## src/rtl/vibe_motor_driver.sv

```systemverilog
// Vibration motor driver: trigger edge -> fixed full-strength burst + cooldown, else acc-level PWM rumble.
// Latency: one cycle from trigger edge to o_state/o_motor_n; no backpressure (free-running outputs).
module vibe_motor_driver #(
  parameter int TICK_DIV    = 108000,
  parameter int BURST_MS    = 200,
  parameter int COOLDOWN_MS = 100,
  parameter int PWM_DIV     = 1080,
  parameter int ACC_THRESH  = 5
) (
  input  logic       i_clk,
  input  logic       i_rst,
  input  logic       i_enable,
  input  logic       i_trigger,
  input  logic [2:0] i_acc_level,
  output logic       o_motor_n,
  output logic       o_active,
  output logic [1:0] o_state
);

  localparam int DUR_MAX = (BURST_MS > COOLDOWN_MS) ? BURST_MS : COOLDOWN_MS;
  localparam int DUR_W   = $clog2(DUR_MAX + 1);
  localparam int PRE_W   = (TICK_DIV > 1) ? $clog2(TICK_DIV) : 1;
  localparam int STEP_W  = (PWM_DIV > 1) ? $clog2(PWM_DIV) : 1;

  typedef enum logic [1:0] {
    IDLE     = 2'd0,
    BURST    = 2'd1,
    COOLDOWN = 2'd2
  } state_t;

  state_t              state;
  logic                trig_prev;
  logic [DUR_W-1:0]    dur_cnt;
  logic [PRE_W-1:0]    pre_cnt;
  logic [STEP_W-1:0]   step_cnt;
  logic [2:0]          phase;
  logic                trig_edge;
  logic                tick;
  logic                rumble_on;

  assign trig_edge = i_trigger & ~trig_prev;
  assign tick      = (pre_cnt == PRE_W'(TICK_DIV - 1));
  assign rumble_on = (int'(i_acc_level) > ACC_THRESH) && (phase < i_acc_level);
  assign o_state   = state;
  assign o_active  = ~o_motor_n;

  always_ff @(posedge i_clk) begin
    // History follows the pin even in reset/disable so a level held across release never fires.
    trig_prev <= i_trigger;

    if (i_rst || !i_enable) begin
      state     <= IDLE;
      dur_cnt   <= '0;
      pre_cnt   <= '0;
      step_cnt  <= '0;
      phase     <= '0;
      o_motor_n <= 1'b1;
    end else begin
      if (step_cnt == STEP_W'(PWM_DIV - 1)) begin
        step_cnt <= '0;
        phase    <= phase + 3'd1;
      end else begin
        step_cnt <= step_cnt + 1'b1;
      end

      case (state)
        IDLE: begin
          pre_cnt <= '0;
          if (trig_edge) begin
            state     <= BURST;
            dur_cnt   <= DUR_W'(BURST_MS);
            o_motor_n <= 1'b0;
          end else begin
            o_motor_n <= ~rumble_on;
          end
        end

        BURST: begin
          if (trig_edge) begin
            // Retrigger beats a coincident final tick.
            dur_cnt   <= DUR_W'(BURST_MS);
            pre_cnt   <= '0;
            o_motor_n <= 1'b0;
          end else if (tick) begin
            pre_cnt <= '0;
            if (dur_cnt == DUR_W'(1)) begin
              state     <= COOLDOWN;
              dur_cnt   <= DUR_W'(COOLDOWN_MS);
              o_motor_n <= 1'b1;
            end else begin
              dur_cnt   <= dur_cnt - 1'b1;
              o_motor_n <= 1'b0;
            end
          end else begin
            pre_cnt   <= pre_cnt + 1'b1;
            o_motor_n <= 1'b0;
          end
        end

        COOLDOWN: begin
          if (tick) begin
            pre_cnt <= '0;
            if (dur_cnt == DUR_W'(1)) begin
              state     <= IDLE;
              dur_cnt   <= '0;
              o_motor_n <= ~rumble_on;
            end else begin
              dur_cnt   <= dur_cnt - 1'b1;
              o_motor_n <= 1'b1;
            end
          end else begin
            pre_cnt   <= pre_cnt + 1'b1;
            o_motor_n <= 1'b1;
          end
        end

        default: begin
          state     <= IDLE;
          dur_cnt   <= '0;
          pre_cnt   <= '0;
          o_motor_n <= 1'b1;
        end
      endcase
    end
  end

endmodule

```

## config.mk

```make
export PLATFORM = sky130hd
export DESIGN_NAME = vibe_motor_driver
export DESIGN_NICKNAME = d
export VERILOG_FILES = /design/src/rtl/vibe_motor_driver.sv
export SDC_FILE = /design/constraint.sdc
export NUM_CORES = 1
export LEC_CHECK = 0
export CAP_MARGIN = 20
export CORE_MARGIN = 3
export CORE_UTILIZATION = 35
export CTS_BUF_LIST = sky130_fd_sc_hd__clkbuf_8
export DETAILED_ROUTE_END_ITERATION = 12
export PLACE_DENSITY = 0.52
export SETUP_SLACK_MARGIN = 0.02
export SLEW_MARGIN = 10
export SYNTH_ARGS = -nofsm -noshare
export SYNTH_HDL_FRONTEND = slang
export SYNTH_SLANG_ARGS = --single-unit
export TNS_END_PERCENT = 10
```

## constraint.sdc

```tcl
create_clock -name i_clk -period 2.2 [get_ports i_clk]
set_clock_uncertainty 0.1 [all_clocks]
set_input_delay 0.22 -clock i_clk [delete_from_list [all_inputs] [get_ports i_clk]]
set_output_delay 0.22 -clock i_clk [all_outputs]
set_load 0.05 [all_outputs]
```

; ---- Word level (Yosys, flattened, before mapping)
; Cells that the tools add are included.
; W data, S select, Z words.
[op_classes]
n_addsub = 4
mux = 24
magnitude_cmp = 2
bitwise_logic = 4
reduce_logical = 7
eq_ne = 12
[ops]
columns = cell, n
row1 = $mux W8, 6
row2 = $mux W17, 2
row3 = $pmux W17 S2, 1
row4 = $pmux W8 S3, 1
row5 = $add A17 B1 Y17 const B, 1
row6 = $eq A17 B17 Y1 const B, 1
row7 = $mux W2, 6
row8 = $ne A2 B2 Y1 const B, 6
row9 = $add A11 B1 Y11 const B, 1
row10 = $eq A11 B11 Y1 const B, 1
row11 = $eq A8 B1 Y1 const B, 1
row12 = $sub A8 B1 Y8 const B, 1
row13 = $mux W1, 6
row14 = $pmux W2 S3, 1
row15 = $reduce_and A6 Y1, 1
row16 = $add A3 B1 Y3 const B, 1
row17 = $gt A3 B3 Y1 const B, 1
row18 = $lt A3 B3 Y1, 1
row19 = $ne A3 B3 Y1 const B, 1
row20 = $not A1 Y1, 3
row21 = $pmux W1 S3, 1
row22 = $reduce_and A3 Y1, 1
row23 = $eq A2 B1 Y1 const B, 1
row24 = $eq A2 B2 Y1 const B, 1
row25 = 6 further kinds, 6
[totals]
reg_bits = 43
word_cells = 60
output_inout_bits = 4

; ---- Longest topological paths before layout
[depth]
word_depth = 6
ltp_mapped = 8

; ---- Worst setup path after synthesis
; No wires, ideal clock.
[synth_timing]
kind = reg2reg
startpoint = register state[0], in the netlist o_state[0]
endpoint = register dur_cnt[1]
path_stages_with_launch = 7
required_time_ns = 2.029
period_less_slack_ns = 2.154
path_slack_ns = 0.046
t_arrival_ns = 1.984
setup_ns = 0.071
cell_sequence = dfxtp_1 -> inv_1 -> ha_1 -> a21oi_1 -> o21ai_2 -> or4_1 -> a21oi_1
[synth_via]
elab_chain_len = 3
elab_cells_between_ends = 8
classes_between = 5 x eq/ne / 1 x mux / 2 x reduce/logical
[synth_lines]
columns = item, line
row1 = start: declaration, 31  ; state_t state;
row2 = start signal: assignment, 52  ; state <= IDLE;
row3 = start signal: assignment, 70  ; state <= BURST;
row4 = start signal: assignment, 87  ; state <= COOLDOWN;
row5 = "$eq A2 B1 Y1, or another cell as far along", 66  ; case (state)
row6 = $ne A3 B3 Y1 (no source line) or $ne A2 B2 Y1 (tied branches), --
row7 = $reduce_and A3 Y1 (no source line), --
row8 = end signal: assignment, 71  ; dur_cnt <= DUR_W'(BURST_MS);
row9 = end signal: assignment, 81  ; dur_cnt <= DUR_W'(BURST_MS);
row10 = end signal: assignment, 88  ; dur_cnt <= DUR_W'(COOLDOWN_MS);
row11 = end: declaration, 33  ; logic [DUR_W-1:0] dur_cnt;
; Parallel ways exist; a longest one is shown, timed or not.
; A chain may end at the register's enable or synchronous reset.

; ---- Worst setup path in the final report
[layout_timing]
startpoint = register dur_cnt[1]
endpoint = register dur_cnt[4]
[layout_via]
elab_chain_len = 5
elab_cells_between_ends = 8
classes_between = 1 x add/sub / 1 x eq/ne / 6 x mux
[layout_lines]
columns = item, line
row1 = $sub A8 B1 Y8 or $eq A8 B1 Y1 (tied branches), --
row2 = $mux W8, 86  ; if (dur_cnt == DUR_W'(1)) begin
row3 = $mux W8, 84  ; end else if (tick) begin
row4 = $mux W8, 79  ; if (trig_edge) begin
row5 = $pmux W8 S3 *, 66
; Every way passes the cells marked *; elsewhere a longest branch is shown, timed or not. The select of a mux whose other input is x is not followed.

==> flow_summary.yaml <==
run_status:
  status: "finished clean"
floorplan:
  start_util_pct: 36.93
  die_y_um: 85.97
  core_um2: 6061
  fp.dieW_um: 85.97
  ioPinCount: 11
  dieArea_um2: 7391
  rows: 28
drt:
  viasPerCell: 5.074
  antenna_left: 0
  vias: 1842
  drt_iter0_drc: 68
  drc: 0
  wl_per_cell_um: 12.00
  firstDrtPassIters: 4
  routed_wirelength_um: 4355
setup_path:
  critPathTopFamily: "simple AND/OR/NAND/NOR gates"
  cp.required_ns: 2.35
  worstReg2RegStart: "dur_cnt[1]"
  crit_chain: "inv_1 -> ha_1 -> nor3b_1 -> and2_1 -> or3_1 -> or3_1 -> a21oi_1"
  slowest_stage: "dfxtp_1"
  critPathMaxStageDelay_ns: 0.41
  crit_path_frequent_cell: "or3_1"
  r2r-end: "dur_cnt[4]"
  critical_path_buf_inv_count: 1
  criticalPathCategory: "register to register"
  arrival_ns: 2.19
  cp_max_fo: 5
  cp-start-kind: "register"
  reg2reg_depth: 7
  rrSetupSlack_ns: 0.16
  end_kind: "register"
timing:
  fin_crit_sh_pct: 92.81
  slew_headroom_pct: 55.64
  setup_ws_ns: 0.1582
  period_needed_ns: 2.042
  tightest_slew_ns: 0.6594
  fin_setup_tns_ns: 0
  max_freq_ghz: 0.4898
  setup_viol: 0
  hold_violations: 0
  holdWs_ns: 0.3469
  rsz0062_at_grt: "false"
  slew_viol_final: 0
logic_synthesis:
  syn-cell-area_um2: 2238
  synth.area.mux_share_pct: 0.8944
  synth_xor_area_share_pct: 10.56
  synth_seq_area_share_pct: 38.46
  synth_compound_gate_area_share_pct: 9.279
  syn_avg_cell_area_um2: 8.576
  synth_fa_ha_area_share_pct: 6.149
  yosys_warnings: 0
  netlist-cell-type-count: 42
  yosys_register_bits: 43
  netlist_instances: 261
  synth_fp_nets: 279
  synth_top_family_by_area: "simple AND/OR/NAND/NOR gates"
  synthSimpleGateAreaFrac_pct: 30.86
finish:
  final_cells: 363
  diodes: 0
  drive_gt1_share_pct: 10.07
  nets: 305
  fin_area_um2: 2618
  syn2layout_area_growth_pct: 16.94
  fill_cells: 615
placement:
  gp_congestion: 0.8445
  dp.cells: 355
  dpl_worst_slack_ns: 0.1056
  place_area_um2: 2525
  portBuffers: 10
  hpwlAfterDp_um: 3303
power:
  p_comb_share_pct: 8.1
  power.density_nw_per_um2: 546.6
  p_int_w: 0.001066
  leakagePower_nw: 1.012
  power.share.clock_pct: 36.5
  p_sw_w: 0.0003649
  seqPwrFrac_pct: 55.5
  max-vdd-ir-drop_mv: 0.2171
  swShare_pct: 25.51
worst_hold_path:
  hp-start: "i_trigger"
  worstHoldPathCells: 1
  hold_path_class: "input pin to register"
  min_to: "trig_prev"
clocking:
  clk_latency_ns: 0.30
  post_cts_resized: 0
  post_cts_buffers: 0
  cts.sinks: 43
  cts_buffers: 5
  htree_levels: 2
  clk_pin_slew_ns: 0.10
  clock_path_buffers: 2
  cts_tree: "done"
  cts_hold_buf: 0
  root_buffer: "clkbuf_8"
global_routing:
  grt_start_max_net_pins: 18
  grt_pass1_wl_um: 7879
  gr-max-usage-layer: "met2"
  grt_pass1_vias: 1754
  grt_overflow: 0
  grt_use_total_pct: 13.02
  grt_antenna_before_repair: 0
  met1_usage_pct: 18.42
  gr-usage-met3_pct: 2.786
  grt_use_met2_pct: 18.99
flow_run:
  maxCapViolCount: 0
==> cells in the final DEF, fill, tap and decap left out, types with 2 or more instances in the layout <==
cell and n:
nand2b_1 3, inv_1 14, a32o_1 3, dfxtp_1 43, clkbuf_8 5, clkdlybuf4s50_1 10, nand3_1 15, and2_1 4
xor2_1 16, clkinvlp_4 2, nor2_1 42, a211oi_1 3, nor4_1 2, nor3b_1 2, and3_1 9, a21o_1 3
buf_4 14, a21oi_1 9, ha_1 11, nand2_1 19, nand4_1 7, xnor2_1 11, nor2b_1 2, mux2i_1 2
or4_1 2, nor4_2 2, or3_1 4, nor3_1 9, o21ai_0 4
==> power by group through the flow <==
stage,Combinational [W],Clock (W),Sequential [W]
after global placement,0.000117,0,0.000812
after global routing,0.000128,0.000582,0.000795
after detailed placement,0.000115,0,0.000812
final,0.000116,0.000522,0.000794
after floorplan,0.0000668,0,0.000817
after CTS,0.000116,0.000551,0.000794
==> metrics by stage <==
step                      total power (W)  utilization, %
after floorplan                 0.0008834               -
after global placement          0.0009288           41.66
after detailed placement        0.0009270           41.66
after CTS                        0.001460           43.19
after global routing             0.001506           43.19
final                            0.001431           43.19
==> state kept, by name (all words and copies together) (netlist names) <==
signal	count
pre_cnt	17
step_cnt	11
dur_cnt	8
phase	3
o_state	2
o_motor_n	1
trig_prev	1
==> worst max path at each step <==
stage | endpoint | slack (ns) | depth (start not counted) | startpoint
after detailed placement | o_motor_n | 0.11 | 7 | i_acc_level[1]
after floorplan | dur_cnt[1] | 0.05 | 6 | o_state[0]
final | dur_cnt[4] | 0.16 | 7 | dur_cnt[1]
after global routing | dur_cnt[4] | 0.02 | 7 | dur_cnt[1]
after global placement | o_motor_n | 0.16 | 7 | i_acc_level[1]
after CTS | dur_cnt[4] | 0.15 | 7 | dur_cnt[1]
==> worst reg2reg max path, stage by stage (launching register included) <==
cell	delay, ns
dfxtp_1	0.41
inv_1	0.08
ha_1	0.21
nor3b_1	0.16
and2_1	0.17
or3_1	0.37
or3_1	0.35
a21oi_1	0.13
==> metal layers <==
metal | part of all wire (%) | vias to the layer above
met4 | 2.0 | 0
li1 | - | 963
met3 | 3.2 | 10
met1 | 53 | 847
met5 | 0 | -
met2 | 42 | 22
==> cells in the mapped netlist, drive strengths merged <==
library cell / count / area [µm²]
o311ai: 1 / 8.760
dfxtp: 43 / 860.8
nand4b: 1 / 15.01
and2: 4 / 25.02
a2111o: 1 / 11.26
inv: 14 / 52.55
and3: 9 / 56.30
nand4: 7 / 43.79
nand4bb: 2 / 38.79
a21o: 3 / 22.52
xor2: 16 / 140.1
nor2: 42 / 157.7
buf: 3 / 21.27
ha: 11 / 137.6
a221oi: 1 / 8.760
xnor2: 11 / 96.34
o21bai: 1 / 7.510
nand2: 19 / 71.32
a22oi: 1 / 7.510
nor2b: 2 / 12.51
o21ai: 5 / 28.78
a32o: 3 / 30.03
or4: 2 / 15.01
nand3b: 1 / 7.510
nand2b: 3 / 18.77
nor3: 9 / 45.04
nor3b: 2 / 15.01
a2111oi: 1 / 8.760
clkbuf: 3 / 11.26
mux2i: 2 / 20.02
nand3: 15 / 75.07
a211oi: 3 / 22.52
a31oi: 1 / 6.260
a21oi: 9 / 45.04
or3: 4 / 25.02
nor4bb: 1 / 10.01
nor4: 5 / 58.80
==> cell type report <==
| cell class | count | area (µm²) | share of cell area, % |
|---|---|---|---|
| clock buffer | 5 | 68.82 | 2.629 |
| tap | 75 | 93.84 | 3.585 |
| sequential | 43 | 860.8 | 32.89 |
| clock inverter | 3 | 23.77 | 0.9082 |
| inverter | 14 | 52.55 | 2.008 |
| timing repair buffer | 25 | 225.2 | 8.604 |
| multi-input combinational | 198 | 1292 | 49.38 |
==> cell families (layout without fill, tap and decap cells) <==
kind of cell,Yosys count,count (layout)
xor+xnor,27,27
flops,43,43
buf+inv,20,47
compound gates,30,30
simple gates,128,128
fa+ha+maj,11,11
mux,2,2
No activity file was read; power rests on OpenSTA's default activity.
==> variant (config.mk and constraints unchanged) <==
`PWM_DIV`: 1080 -> 4320.
--- a/src/rtl/vibe_motor_driver.sv
+++ b/src/rtl/vibe_motor_driver.sv
@@ -4,7 +4,7 @@
   parameter int TICK_DIV    = 108000,
   parameter int BURST_MS    = 200,
   parameter int COOLDOWN_MS = 100,
-  parameter int PWM_DIV     = 1080,
+  parameter int PWM_DIV     = 4320,
   parameter int ACC_THRESH  = 5
 ) (
   input  logic       i_clk,
Check against the original RTL: no difference found for any inputs over 10 cycles, from zero or initial values; that may be too few to reach the edited logic, so the function may still have changed.
==> variant against the unedited design <==
  * Cell area up 0.96%
  * Count of clock-buffer cells in the layout up 1
  * Area after synthesis up 2.9%
  * Total power up 13%
  * Utilization down 0.085 points
  * Fmax up 3.2%
  * Via count down 1.5%
  * Wire length up 5.9%
  * Worst setup slack better by 0.063 ns
  * Sequential cell count up 2
  * Non-clock buffer count down 6
  * Highest routed layer unchanged
==> variant: results (changes against the unedited design) <==
** Logic synthesis
- Most area-consuming cells after synthesis :: dfxtp_1, nor2_1, xor2_1, ha_1, xnor2_1 (unchanged)
- Nets in the synthesized netlist :: 282 (was 279)
- The sequential fraction of the synthesis area came to 39.13% (was 38.46%).
- Count of different cell masters after synthesis :: 52 (was 42)
- Multiplexer share of the synthesized area :: 1.304% (was 0.8944%)
- Post-synthesis xor/xnor area fraction :: 11.03% (was 10.56%)
- The adder-cell share of the synthesized area is 5.978% (was 6.149%).
- The complex-gate fraction of the synthesized area came to 9.348% (was 9.279%).
- List of most frequent post-synthesis cells: nor2_1, dfxtp_1, xor2_1 (was dfxtp_1, nor2_1, nand2_1).

** GRT
- Via count of the first global-routing pass :: 1748 (was 1754)
- Global-route wire length before repair :: 8148 um (was 7879 um)
- All-layer global routing usage :: 13.63% (was 13.02%)

** Layout
- Fillers :: 602 (was 615)
- The fraction of final layout cells sized beyond drive strength 1 came to 9.859% (was 10.07%).
- The count of nets after finishing was 301 (was 305).

** Place
- The final estimated routing congestion in global placement was 0.8076 (was 0.8445).
- The total half-perimeter wirelength after legalization and detailed placement came to 3288 um (was 3303 um).
- Area after detailed placement :: 2526 um^2 (was 2525 um^2)

** Worst setup path
- Signal arrival time at the worst endpoint :: 2.10 ns (was 2.19 ns)

** Timing
- The worst-case headroom to the max-slew limit is 66.25% (was 55.64%).

** Detailed routing
- First-pass DRT Iterations :: 5 (was 4)
- Number of DRC markers in iteration 0 :: 97 (was 68)
- Average routed wire per standard cell :: 12.84 um (was 12.00 um)

** Outcome
- Outcome: finished, final reports clean (unchanged).

** Pwr
- The proportion of power drawn by the clock network was 40.8% (was 36.5%).
- The static leakage came to 0.9745 nW (was 1.012 nW).
- VDD IR-drop max :: 328.2 uV (was 217.1 uV)
-- variant: cells by family after synthesis --
logic type	Yosys count
buffers and inverters	18
and+or+nand+nor	127
adders and majority gates	11
DFF	45
xor gates and xnor gates	29
muxes	3
AOI/OAI and AO/OA	31
-- variant: final timing paths --
kind	slack (ns)	cells after the start	end	startpoint
setup / recovery	0.22	7	o_state[1]	dur_cnt[1]
hold / removal	0.33	1	trig_prev	i_trigger
hold reg to reg	0.37	1	step_cnt[0]	step_cnt[0]
setup reg to reg	0.22	7	o_state[1]	dur_cnt[1]
-- variant: worst reg2reg max path: cells and delay by family, from the launching register on --
kind                     cells  cell delay [ns]
AND/OR/NAND/NOR              3             0.84
AO/OA/AOI/OAI                2             0.36
flip-flops                   1             0.34
adder cells (fa/ha/maj)      1             0.18
buffers and inverters        1             0.08
-- variant: final cells by class --
cell class	instances	area [um^2]	share of cell area (%)
Clock buffer	6	82.58	3.125
Clock inverter	2	33.78	1.278
Inverter	11	41.29	1.563
Multi-Input combinational cell	201	1308	49.48
Sequential cell	45	903.4	34.19
Tap cell	75	93.84	3.551
Timing Repair Buffer	19	180.2	6.818
-- variant: through the flow --
step / setup slack [ns] / power [W] / instances
3_3_place_gp: 0.1174 / 0.0009728 / 351
2_1_floorplan: 0.1345 / 0.0009359 / 264
5_1_grt: 0.04790 / 0.001683 / 359
3_5_place_dp: 0.07014 / 0.0009725 / 351
6_report: 0.2208 / 0.001611 / 359
4_1_cts: 0.1111 / 0.001633 / 359
-- variant: routing by layer --
layer	track usage, %	wire [um]
met1	18.70	2427
met2	20.22	1946
met3	4.352	198
met4	4.463	38
met5	0	0
